`src/rtl/pla_sweep_bist.sv`:
```
// Exhaustive sweep self-test for a combinational PLA: steps every input code,
// captures each response into a packed table and counts mismatches.
//
// Ports:
//   clk, rst         rising-edge clock, synchronous active-high reset
//   start, abort     begin a sweep (from IDLE) / stop a running sweep
//   exp_table        expected responses, slice [i*N_OUT +: N_OUT] for code i
//   pla_in, pla_out  drive to / response from the PLA under test
//   busy, done       sweep in progress / one-cycle completion pulse
//   pass             last completed sweep had no mismatches
//   mismatch_cnt     failing codes in the current or last sweep
//   first_fail_idx   lowest failing code, valid when first_fail_vld
//   resp_table       captured responses, same layout as exp_table
module pla_sweep_bist #(
    parameter int N_IN   = 3,
    parameter int N_OUT  = 2,
    parameter int SETTLE = 1
) (
    input  logic                         clk,
    input  logic                         rst,
    input  logic                         start,
    input  logic                         abort,
    input  logic [N_OUT*(1<<N_IN)-1:0]   exp_table,
    output logic [N_IN-1:0]              pla_in,
    input  logic [N_OUT-1:0]             pla_out,
    output logic                         busy,
    output logic                         done,
    output logic                         pass,
    output logic [N_IN:0]                mismatch_cnt,
    output logic [N_IN-1:0]              first_fail_idx,
    output logic                         first_fail_vld,
    output logic [N_OUT*(1<<N_IN)-1:0]   resp_table
);

    localparam logic [7:0]      SRELOAD = 8'(SETTLE - 1);
    localparam logic [N_IN-1:0] LAST    = N_IN'((1 << N_IN) - 1);

    typedef enum logic [1:0] {
        IDLE,
        WAIT,
        SAMPLE,
        DONE
    } state_t;

    state_t          state;
    logic [N_IN-1:0] idx;
    logic [7:0]      scnt;
    logic [N_OUT-1:0] exp_cur;

    // Expected value for the code currently applied; exp_table is read live.
    always_comb begin
        exp_cur = exp_table[idx*N_OUT +: N_OUT];
    end

    always_ff @(posedge clk) begin
        if (rst) begin
            state          <= IDLE;
            idx            <= '0;
            scnt           <= '0;
            pla_in         <= '0;
            busy           <= 1'b0;
            done           <= 1'b0;
            pass           <= 1'b0;
            mismatch_cnt   <= '0;
            first_fail_idx <= '0;
            first_fail_vld <= 1'b0;
            resp_table     <= '0;
        end else begin
            unique case (state)
                IDLE: begin
                    done <= 1'b0;
                    // abort has priority over a simultaneous start
                    if (start && !abort) begin
                        idx            <= '0;
                        pla_in         <= '0;
                        scnt           <= SRELOAD;
                        busy           <= 1'b1;
                        pass           <= 1'b0;
                        mismatch_cnt   <= '0;
                        first_fail_vld <= 1'b0;
                        first_fail_idx <= '0;
                        resp_table     <= '0;
                        state          <= WAIT;
                    end
                end
                WAIT: begin
                    if (abort) begin
                        busy  <= 1'b0;
                        state <= IDLE;
                    end else if (scnt == 8'd0) begin
                        state <= SAMPLE;
                    end else begin
                        scnt <= scnt - 8'd1;
                    end
                end
                SAMPLE: begin
                    if (abort) begin
                        // partial results are kept; this sample is dropped
                        busy  <= 1'b0;
                        state <= IDLE;
                    end else begin
                        resp_table[idx*N_OUT +: N_OUT] <= pla_out;
                        if (pla_out != exp_cur) begin
                            mismatch_cnt <= mismatch_cnt + (N_IN+1)'(1);
                            if (!first_fail_vld) begin
                                first_fail_idx <= idx;
                                first_fail_vld <= 1'b1;
                            end
                        end
                        if (idx == LAST) begin
                            done  <= 1'b1;
                            state <= DONE;
                        end else begin
                            idx    <= idx + N_IN'(1);
                            pla_in <= idx + N_IN'(1);
                            scnt   <= SRELOAD;
                            state  <= WAIT;
                        end
                    end
                end
                DONE: begin
                    // count already includes the final vector here
                    done  <= 1'b0;
                    busy  <= 1'b0;
                    pass  <= (mismatch_cnt == '0);
                    state <= IDLE;
                end
                default: begin
                    state <= IDLE;
                end
            endcase
        end
    end

endmodule

```
`config.mk`:
```
export PLATFORM = sky130hd
export DESIGN_NAME = pla_sweep_bist
export DESIGN_NICKNAME = d
export VERILOG_FILES = /design/src/rtl/pla_sweep_bist.sv
export SDC_FILE = /design/constraint.sdc
export NUM_CORES = 1
export LEC_CHECK = 0
export CAP_MARGIN = 20
export CELL_PAD_IN_SITES_DETAIL_PLACEMENT = 1
export CELL_PAD_IN_SITES_GLOBAL_PLACEMENT = 2
export CORE_ASPECT_RATIO = 1.4
export CORE_MARGIN = 4
export CORE_UTILIZATION = 27
export DETAILED_ROUTE_END_ITERATION = 12
export PLACE_DENSITY_LB_ADDON = 0.1
export SYNTH_ARGS = -nofsm -noshare
export SYNTH_HDL_FRONTEND = slang
export SYNTH_SLANG_ARGS = --single-unit
```
`constraint.sdc`:
```
create_clock -name clk -period 2.4 [get_ports clk]
set_input_delay 0.48 -clock clk [delete_from_list [all_inputs] [get_ports clk]]
set_output_delay 0.48 -clock clk [all_outputs]
set_load 0.01 [all_outputs]
```
After elaboration in Yosys (flattened, before gate mapping) --
Index checks and enable logic that the tools add are counted.
Operators by class: add/subtract/negate cells 4, equality and inequality tests 15, shift operators 3, multiplexer cells 39, reductions and logical operators 20
Operators by type and width (number):
- 8-bit two-way mux | 5
- 4-bit negation with 34-bit output | 1
- 2-bit by 34-bit variable shift with 16-bit output (first input constant) | 1
- 2-bit by 34-bit variable part select with 16-bit output | 1
- 16-bit two-way mux | 2
- 16-bit one-hot mux with 2 select lines | 1
- 8-bit one-hot mux with 3 select lines | 1
- 3-bit two-way mux | 6
- 16-bit bitwise mux | 1
- 2-bit != test (second input constant) | 8
- 16-bit by 5-bit variable part select with 2-bit output | 1
- 4-bit two-way mux | 3
- 3-bit one-hot mux with 2 select lines | 2
- 2-bit two-way mux | 5
- 8-bit zero test | 1
- 2-bit one-hot mux with 4 select lines | 1
- 4-bit one-hot mux with 2 select lines | 1
- 4-bit AND reduction | 2
- 8-bit by 1-bit subtractor with 8-bit output (second input constant) | 1
- 1-bit two-way mux | 7
- 1-bit one-hot mux with 2 select lines | 3
- 2-bit AND reduction | 3
- 3-bit AND reduction | 2
- 6-bit AND reduction | 1
- other kinds (17) | 21
Storage, ports and cells: register bits 40, input bits 22, output and inout bits 30, word-level logic and storage cells 91

Logic depth before layout (Yosys ltp) --
Gate-level depths: netlist of run 1.
word-level depth 5, depth in mapped cells 10, mapped depth without buffers 8

Worst setup path after synthesis of run 1 --
Ideal clock, no wire load.
kind register to register, start point register idx[0], end point register resp_table[14], library setup time 0.065 ns, arrival time 2.157 ns, required time 2.335 ns, slack 0.177 ns, stages on the path, launching flop included 8, path buffers 1, clock period less this slack 2.223 ns, cells stage by stage dfxtp_1 > buf_6 > inv_1 > ha_1 > ha_1 > or4_1 > o32a_1 > nor2_1
On the way: cells in the longest elaborated chain, start to end 5, elaborated cells on any way between the ends 6, those cells by class 1 x add/sub; 2 x shift; 3 x mux
Ends and longest elaborated chain:
- start: declaration | line 46 | logic [N_IN-1:0] idx;
- start signal: assignment | line 114 | idx <= idx + N_IN'(1);
- 4-bit negation with 34-bit output * | line 102 | resp_table[idx*N_OUT +: N_OUT] <= pla_out;
- 2-bit by 34-bit variable part select with 16-bit output or 2-bit by 34-bit variable shift with 16-bit output (tied branches) | line 102
- 16-bit bitwise mux * | line 102
- 16-bit two-way mux * | line 97 | if (abort) begin
- 16-bit one-hot mux with 2 select lines * | line 69 | unique case (state)
- end signal: indexed assignment | line 102
- end: declaration | line 32 | output logic [N_OUT*(1<<N_IN)-1:0] resp_table
Every way passes the cells marked *; elsewhere a longest branch is shown, timed or not. The select of a mux whose other input is x is not followed. A chain may end at the register's enable or synchronous reset.

Worst setup path in the final report of run 1 --
start point input exp_table[11], end point register mismatch_cnt[1]
On the way: cells in the longest elaborated chain, start to end 4
Ends and longest elaborated chain:
- start: declaration | line 23 | input logic [N_OUT*(1<<N_IN)-1:0] exp_table,
- 16-bit by 5-bit variable part select with 2-bit output | line 52 | exp_cur = exp_table[idx*N_OUT +: N_OUT];
- 2-bit != test | line 103 | if (pla_out != exp_cur) begin
- 2-bit != test (no line)
- 4-bit AND reduction (no line)
- end signal: assignment | line 104 | mismatch_cnt <= mismatch_cnt + (N_IN+1)'(1);
- end: declaration | line 29 | output logic [N_IN:0] mismatch_cnt,
No other way between the ends.

==> impl_metrics.toml, run 1 <==
[cells_and_area]
fin_util_pct = 39.0
area_growth_pct = 40.2
diodes = 0
num-fill-cells = 1047
multi_input_area_um2 = 1430
final_nets = 392
ff_latch_area_um2 = 802
layout-drive-gt1-share_pct = 14.2
fin_cells = 463

[placed_design]
routabilityCongestion = 0.767
portBuffers = 51
dpl.hpwl_um = 5920
placed_cells = 455
place_ws_ns = -0.140

[grt]
grt_pass1_wl_um = 12800
antenna_found_initial = 0
grt_max_degree = 47
grt_pass1_vias = 2584
groute.usage.overall_pct = 15.7
grt-ovfl-total = 0

[timing]
max_clock_freq_mhz = 450
drv_slew = 0
layout_setup_ws_ns = 0.178
setup_viol = 0
period_share_pct = 92.6
relSlewSlack_pct = 66.4
final-hold-violation-count = 0
max_slew.worst_pin.slew_ns = 0.500
clock_skew_ns = 0.00406
hold_ws_ns = 0.460
rsz0062_at_grt = "false"
fin_crit_ns = 2.22

[detailed_routing]
first_pass_iters = 4
antenna_left = 0
postRouteWirelength_um = 7750
vias_per_cell = 5.22
drt_iter0_markers = 85
num_vias = 2416
drc = 0
wl_per_cell_um = 16.7

[die]
die-area_um2 = 10500
core_um2 = 8610
die_y_um = 119
io_pins = 52
rows = 40
start_util_pct = 27.8
die_w_um = 87.6

[clocking]
cts_tree = "built"
clk_pin_slew_ns = 0.06
cts_num_sinks = 40
cts-buffers-inserted = 5
clock_latency_ns = 0.28
h-tree-depth = 2
cts_setup_buffers = 0
clockBufferDepth = 2
cts_root_buf = "clkbuf_16"

[status]
outcome = "completed"

[yosys]
netlist_top_cells_area = "dfxtp_1, ha_1, nor2_1, mux2i_1, mux4_1"
async_reset_ff_share_pct = 0
ys.flop_type = "dfxtp_1"
synthesis.area_um2 = 2400
syn-num-nets = 319
synth_top_area_share_pct = 33.4
yosysTopAreaCell = "dfxtp_1"
post-synth-top-count-cell = "dfxtp_1"
yosysUniqueCellTypes = 54
ys_seq_area_share_pct = 33.4
ys_ff_latch = 40
ys_warn_count = 0
avgSynthCellArea_um2 = 8.44
synthTopCellsByCount = "dfxtp_1, nor2_1, inv_1, nand2_1"
synthCells = 284
synth_edf_count = 0

[power_and_ir_drop]
p_leak_nw = 1.21
ir_drop_mv = 0.342
p_per_area_nw_per_um2 = 615

[worst_setup_path]
start_kind = "input pin"
required_ns = 2.58
critPathKind = "in -> reg"
end_kind = "flop"
r2r_slack_ns = 0.20
arrival_ns = 2.40
ff2ff_path_depth = 7
worstPathMaxFanout = 8

[run]
cap_violations = 0

[min_path]
min_path_type = "reg -> reg"
holdPathStages = 2
==> power breakdown <==
part	total (mW)	internal [mW]	switching (mW)
registers	0.766	0.718	0.0477
clock network	0.684	0.415	0.269
logic	0.615	0.299	0.316
total	2.07	1.43	0.633
==> what timing repair did <==
action,in CTS,in global routing
hold buffers,0,0
setup endpoints to repair,0,13
resized for setup,0,3
==> critical path: stages <==
cell and delay (ns):
clkdlybuf4s50_1 0.40, mux4_1 0.49, mux2i_1 0.24, xnor2_2 0.17, or4_1 0.52, o311ai_0 0.10
==> worst paths after layout <==
path	start	to
setup / recovery	exp_table[11]	mismatch_cnt[1]
hold reg to reg	pass	pass
hold / removal	pass	pass
setup reg to reg	state[0]	resp_table[14]
==> cell usage in the layout, fill, tap and decap left out, types with 5 or more instances in the layout <==
cell,n
mux2i_1,8
buf_4,32
nor2b_1,5
clkdlybuf4s50_1,51
inv_1,21
clkbuf_16,5
nor2_1,32
nand2b_1,5
nor3_1,9
ha_1,12
a21oi_1,12
o21ai_0,13
or3_1,5
nand2_1,21
a32oi_1,5
nand3_1,6
a22oi_1,7
dfxtp_1,39
==> metal layers <==
metal	GRT usage (%)	part of all wire [%]	vias to the layer above
met1	16.3	39	1187
met2	30.3	57	40
li1	-	-	1179
met5	0	0	-
met3	2.98	2.6	10
met4	4.70	1.5	0
==> cell type report <==
type | instances | share of cell area (%)
clock buffer | 8 | 4.36
sequential | 40 | 23.9
multi-input combinational | 205 | 42.5
timing repair buffer | 84 | 23.0
tap | 105 | 3.91
inverter | 21 | 2.35
==> per-stage QoR <==
step | area (um^2) | TNS (ns) | total power [mW]
floorplan | 2400 | 0 | 1.15
global placement | 3200 | -0.490 | 1.39
detailed placement | 3200 | -0.939 | 1.40
CTS | 3350 | 0 | 2.11
global route | 3360 | 0 | 2.21
finish | 3360 | 0 | 2.07
==> registers in the layout, summed over array words and instances, names as in the netlist <==
register,cells
first_fail_vld,1
idx,3
scnt,8
first_fail_idx,3
pass,1
mismatch_cnt,4
busy,1
resp_table,16
done,1
state,2
==> logic make-up after synthesis <==
kind of cell,Yosys count,synth area share (%)
AND/OR/NAND/NOR,109,23.3
AO/OA/AOI/OAI,66,19.6
flip-flops,40,33.4
buffers and inverters,39,7.36
multiplexers,13,8.04
adder cells (fa/ha/maj),13,6.79
XOR/XNOR,4,1.46
Power figures use the tool's default switching activity.
==> run 2: changes to the inputs <==
- CORE_UTILIZATION: 27 -> 33
- DONT_BUFFER_PORTS: default -> 1
==> run 2 against run 1 <==
Clock skew up 0.0011 ns. Sequential share of layout area up 6.0 points. Register-to-register slack worse by 0.03 ns. Cell count down 16%. Flip-flop and latch count unchanged. Global-route usage up 1.3 points. Wire length down 8.2%. Die area down 17%. Hold slack worse by 0.20 ns. Fmax down 0.18%. Cell area down 20%.
==> impl_metrics.toml, run 2 (same netlist as run 1, synthesis figures left out) <==
[power_and_ir_drop]
switchingPower_uw = 572
p_total_mw = 1.76
pwr-share-comb_pct = 29.0
intPower_mw = 1.18
seq_power_share_pct = 43.6
p_per_area_nw_per_um2 = 654
ir_drop_mv = 0.273
pwr-share-clk_pct = 27.5
p_sw_share_pct = 32.6
p_leak_nw = 0.938

[clocking]
clockBufferDepth = 2
cts_root_buf = "clkbuf_8"
cts_tree = "built"
cts_num_sinks = 40
clk_pin_slew_ns = 0.08
cts-buffers-inserted = 5
h-tree-depth = 2
postCtsHoldBufs = 0
clock_latency_ns = 0.29

[cells_and_area]
final_nets = 328
fin_util_pct = 38.2
layout-drive-gt1-share_pct = 13.6
largest_reg_flops = 16
regMostFlops = "resp_table"
final_cell_mix = "dfxtp_1, nor2_1, inv_1, nand2_1, buf_4"
area_growth_pct = 12.0
reg.largest.list = "resp_table x16, scnt x8, mismatch_cnt x4"
diodes = 0
layout_commonest_cell = "dfxtp_1"
postLayoutCellArea_um2 = 2680

[worst_setup_path]
worstPathMaxFanout = 8
ff2ff_path_depth = 8
path_common_cell = "ha_1"
cp_cell_sequence = "inv_1, ha_1, ha_1, buf_4, nor4b_1, o21ai_0, a22oi_1, nor2_1"
cpPeakStageDelay_ns = 0.46
r2r_slack_ns = 0.17
arrival_ns = 2.42
critPathKind = "reg -> reg"
start_kind = "flop"
crit-reg2reg-capture = "resp_table[4]"
rr_startpoint = "idx[0]"
end_kind = "flop"
crit_path_top_delay_cell = "nor4b_1"
required_ns = 2.59

[die]
rows = 36
start_util_pct = 34.1
core_um2 = 7030
die_w_um = 80.0
io_pins = 52
die-area_um2 = 8710
die_y_um = 109

[status]
outcome = "completed"

[timing]
setup_viol = 0
final-hold-violation-count = 0
relSlewSlack_pct = 57.7
rsz0062_at_grt = "false"
fin_crit_ns = 2.23
clock_skew_ns = 0.00513
max_slew.worst_pin.slew_ns = 0.629
drv_slew = 0
tns_ns = 0
period_share_pct = 92.8
max_clock_freq_mhz = 449

[grt]
grt_pass1_wl_um = 11600
grt_max_degree = 48
grt_pass1_vias = 2293
groute.usage.overall_pct = 17.0
antenna_found_initial = 0
grt-ovfl-total = 0

[run]
cap_violations = 0

[placed_design]
portBuffers = 0
placed_area_um2 = 2570
dpl.hpwl_um = 5330
routabilityCongestion = 0.768

[detailed_routing]
num_vias = 2124
drt_iter0_markers = 89
vias_per_cell = 5.46
antenna_left = 0
postRouteWirelength_um = 7120
wl_per_cell_um = 18.3
drc = 0
first_pass_iters = 4

[min_path]
worst_hold_startpoint = "rst"
holdPathStages = 1
min_path_type = "in -> reg"
holdPathEnd = "state[1]"
run 2: cell count changes in the layout (fill, tap and decap cells not counted), sizes merged:
cell,before,now
clkinvlp,0,1
clkbuf,8,7
buf,33,20
clkdlybuf4s50,51,0
run 2: power by group through the flow:
stage | logic [mW] | clock network, mW | registers [mW]
global route | 0.575 | 0.529 | 0.773
CTS | 0.514 | 0.513 | 0.766
global placement | 0.506 | 0 | 0.781
floorplan | 0.381 | 0 | 0.767
finish | 0.508 | 0.482 | 0.765
detailed placement | 0.511 | 0 | 0.782
run 2: timing repair:
item,CTS,global route
setup buffers,0,0
endpoints found under the setup margin,0,17
resized for setup,0,4
run 2: worst max path at each step:
| stage | slack [ns] | cells after the start | start | end |
|---|---|---|---|---|
| floorplan | 0.18 | 7 | idx[0] | resp_table[14] |
| global placement | 0.06 | 9 | idx[0] | resp_table[13] |
| detailed placement | 0.05 | 6 | idx[0] | first_fail_idx[1] |
| CTS | 0.02 | 6 | idx[0] | first_fail_idx[1] |
| global route | 0.04 | 8 | idx[0] | scnt[7] |
| finish | 0.17 | 8 | idx[0] | resp_table[4] |
run 2: layout make-up:
| cell class | instances | area, um^2 |
|---|---|---|
| Inverter | 21 | 78.8 |
| Timing Repair Buffer | 20 | 150 |
| Multi-Input combinational cell | 205 | 1440 |
| Clock inverter | 1 | 7.51 |
| Fill cell | 870 | 4340 |
| Clock buffer | 7 | 86.3 |
| Sequential cell | 40 | 802 |
| Tap cell | 95 | 119 |
run 2: worst max-delay path: cells and delay by family (launching register included):
| kind | cells | cell delay (ns) |
|---|---|---|
| flops | 1 | 0.43 |
| buf+inv | 2 | 0.23 |
| simple gates | 2 | 0.51 |
| compound gates | 2 | 0.41 |
| fa+ha+maj | 2 | 0.54 |
run 2: routing by layer:
layer	share of wire, %	global-route usage, %	vias to the layer above
met4	1.1	4.71	0
li1	-	-	1050
met5	0	0	-
met1	37	16.7	1037
met3	4.8	4.30	6
met2	57	33.9	31
run 2: stage by stage:
| step | std cells | hold WS, ns | setup WS, ns |
|---|---|---|---|
| 6_report | 389 | 0.263 | 0.174 |
| 2_1_floorplan | 284 | 0.438 | 0.177 |
| 5_1_grt | 389 | 0.234 | 0.0430 |
| 4_1_cts | 389 | 0.239 | 0.0230 |
| 3_3_place_gp | 381 | 0.447 | 0.0561 |
| 3_5_place_dp | 381 | 0.469 | 0.0460 |
==> run 3: changes to the inputs <==
- MAX_ROUTING_LAYER: default -> met4
==> run 3 against run 2 <==
Fmax is 0.38% higher. Largest cell class unchanged. Clock power is 1% higher. Clock-buffer cell count stayed put. Cell area stayed put. Highest routed layer unchanged. Setup slack better by 0.0084 ns. Utilization stayed put. Die area stayed put. Clock skew hardly changed. Sequential share of layout area stayed put.
==> impl_metrics.toml, run 3 (same netlist as run 1, synthesis figures left out) <==
[die]
io_pins = 52
die_y_um = 109
start_util_pct = 34.1
core_um2 = 7030
rows = 36
die-area_um2 = 8710
die_w_um = 80.0

[cells_and_area]
diodes = 0
reg.largest.list = "resp_table x16, scnt x8, mismatch_cnt x4"
fin_util_pct = 38.2
ff_latch_area_um2 = 802
final_cell_mix = "dfxtp_1, nor2_1, inv_1, nand2_1, buf_4"
largest_reg_flops = 16
postLayoutCellArea_um2 = 2680
area_growth_pct = 12.0
multi_input_area_um2 = 1440
layout_commonest_cell = "dfxtp_1"
fin_cells = 389
layout-drive-gt1-share_pct = 13.6
num-fill-cells = 870
final_nets = 328
regMostFlops = "resp_table"

[placed_design]
place_ws_ns = 0.0460
portBuffers = 0
placed_cells = 381
routabilityCongestion = 0.778
dpl.hpwl_um = 5330
placed_area_um2 = 2570

[worst_setup_path]
cp_cell_sequence = "inv_1, ha_1, ha_1, buf_4, nor4b_1, o21ai_0, a22oi_1, nor2_1"
ff2ff_path_depth = 8
rr_startpoint = "idx[0]"
crit_path_top_delay_cell = "nor4b_1"
required_ns = 2.59
critPathKind = "reg -> reg"
end_kind = "flop"
path_common_cell = "ha_1"
worstPathMaxFanout = 8
cpPeakStageDelay_ns = 0.46
start_kind = "flop"
crit-reg2reg-capture = "resp_table[4]"
arrival_ns = 2.41
r2r_slack_ns = 0.18

[timing]
period_share_pct = 92.4
fin_crit_ns = 2.22
layout_setup_ws_ns = 0.182
max_slew.worst_pin.slew_ns = 0.629
drv_slew = 0
final-hold-violation-count = 0
hold_ws_ns = 0.262
rsz0062_at_grt = "false"
relSlewSlack_pct = 57.7
clock_skew_ns = 0.00523
tns_ns = 0
setup_viol = 0
max_clock_freq_mhz = 451

[clocking]
clockBufferDepth = 2
cts_tree = "built"
cts_num_sinks = 40
cts_root_buf = "clkbuf_8"
clk_pin_slew_ns = 0.08
clock_latency_ns = 0.29
cts-buffers-inserted = 5
cts_setup_buffers = 0
h-tree-depth = 2

[detailed_routing]
num_vias = 2114
antenna_left = 0
postRouteWirelength_um = 7120
drt_iter0_markers = 112
drc = 0
wl_per_cell_um = 18.3
first_pass_iters = 4
vias_per_cell = 5.43

[min_path]
holdPathStages = 1
min_path_type = "in -> reg"
holdPathEnd = "scnt[5]"
worst_hold_startpoint = "rst"

[grt]
grt_pass1_wl_um = 11700
grt_pass1_vias = 2285
groute.usage.overall_pct = 17.5
grt-ovfl-total = 0
antenna_found_initial = 0
grt_max_degree = 48

[status]
outcome = "completed"

[power_and_ir_drop]
p_leak_nw = 0.938
ir_drop_mv = 0.275
p_per_area_nw_per_um2 = 656
p_total_mw = 1.76

[run]
cap_violations = 0
-- run 3: report_power, final --
part           internal (mW)  switching, mW
clock network          0.234          0.253
registers              0.717         0.0480
logic                  0.232          0.276
-- run 3: timing repair --
item / in CTS / in global routing
endpoints found under the hold margin: 0 / 0
setup endpoints to repair: 0 / 17
gates resized for setup: 0 / 4
hold buffers: 0 / 0
-- run 3: how the worst max path moves through the flow --
stage | startpoint | endpoint | slack [ns] | cells after the start
final | idx[0] | resp_table[4] | 0.18 | 8
after floorplan | idx[0] | resp_table[14] | 0.18 | 7
after global placement | idx[0] | resp_table[13] | 0.06 | 9
after CTS | idx[0] | first_fail_idx[1] | 0.02 | 6
after detailed placement | idx[0] | first_fail_idx[1] | 0.05 | 6
after global routing | idx[0] | scnt[7] | 0.04 | 8
-- run 3: final cells by class --
cell class | count | area share, %
multi-input cells | 205 | 53.7
clock inverters | 1 | 0.280
flip-flops and latches | 40 | 29.9
clock buffers | 7 | 3.22
repair buffers | 20 | 5.59
inverters | 21 | 2.94
well taps | 95 | 4.43
-- run 3: metal layers --
layer	GRT usage, %	wire, um
met2	33.7	4040
met1	17.2	2660
met3	4.13	339
met4	4.71	80
met5	-	0
-- run 3: worst max-delay path: cells and delay by family (launching register included) --
family	cells	cell delay, ns
flops	1	0.42
compound gates	2	0.41
simple gates	2	0.51
fa+ha+maj	2	0.54
buf+inv	2	0.23
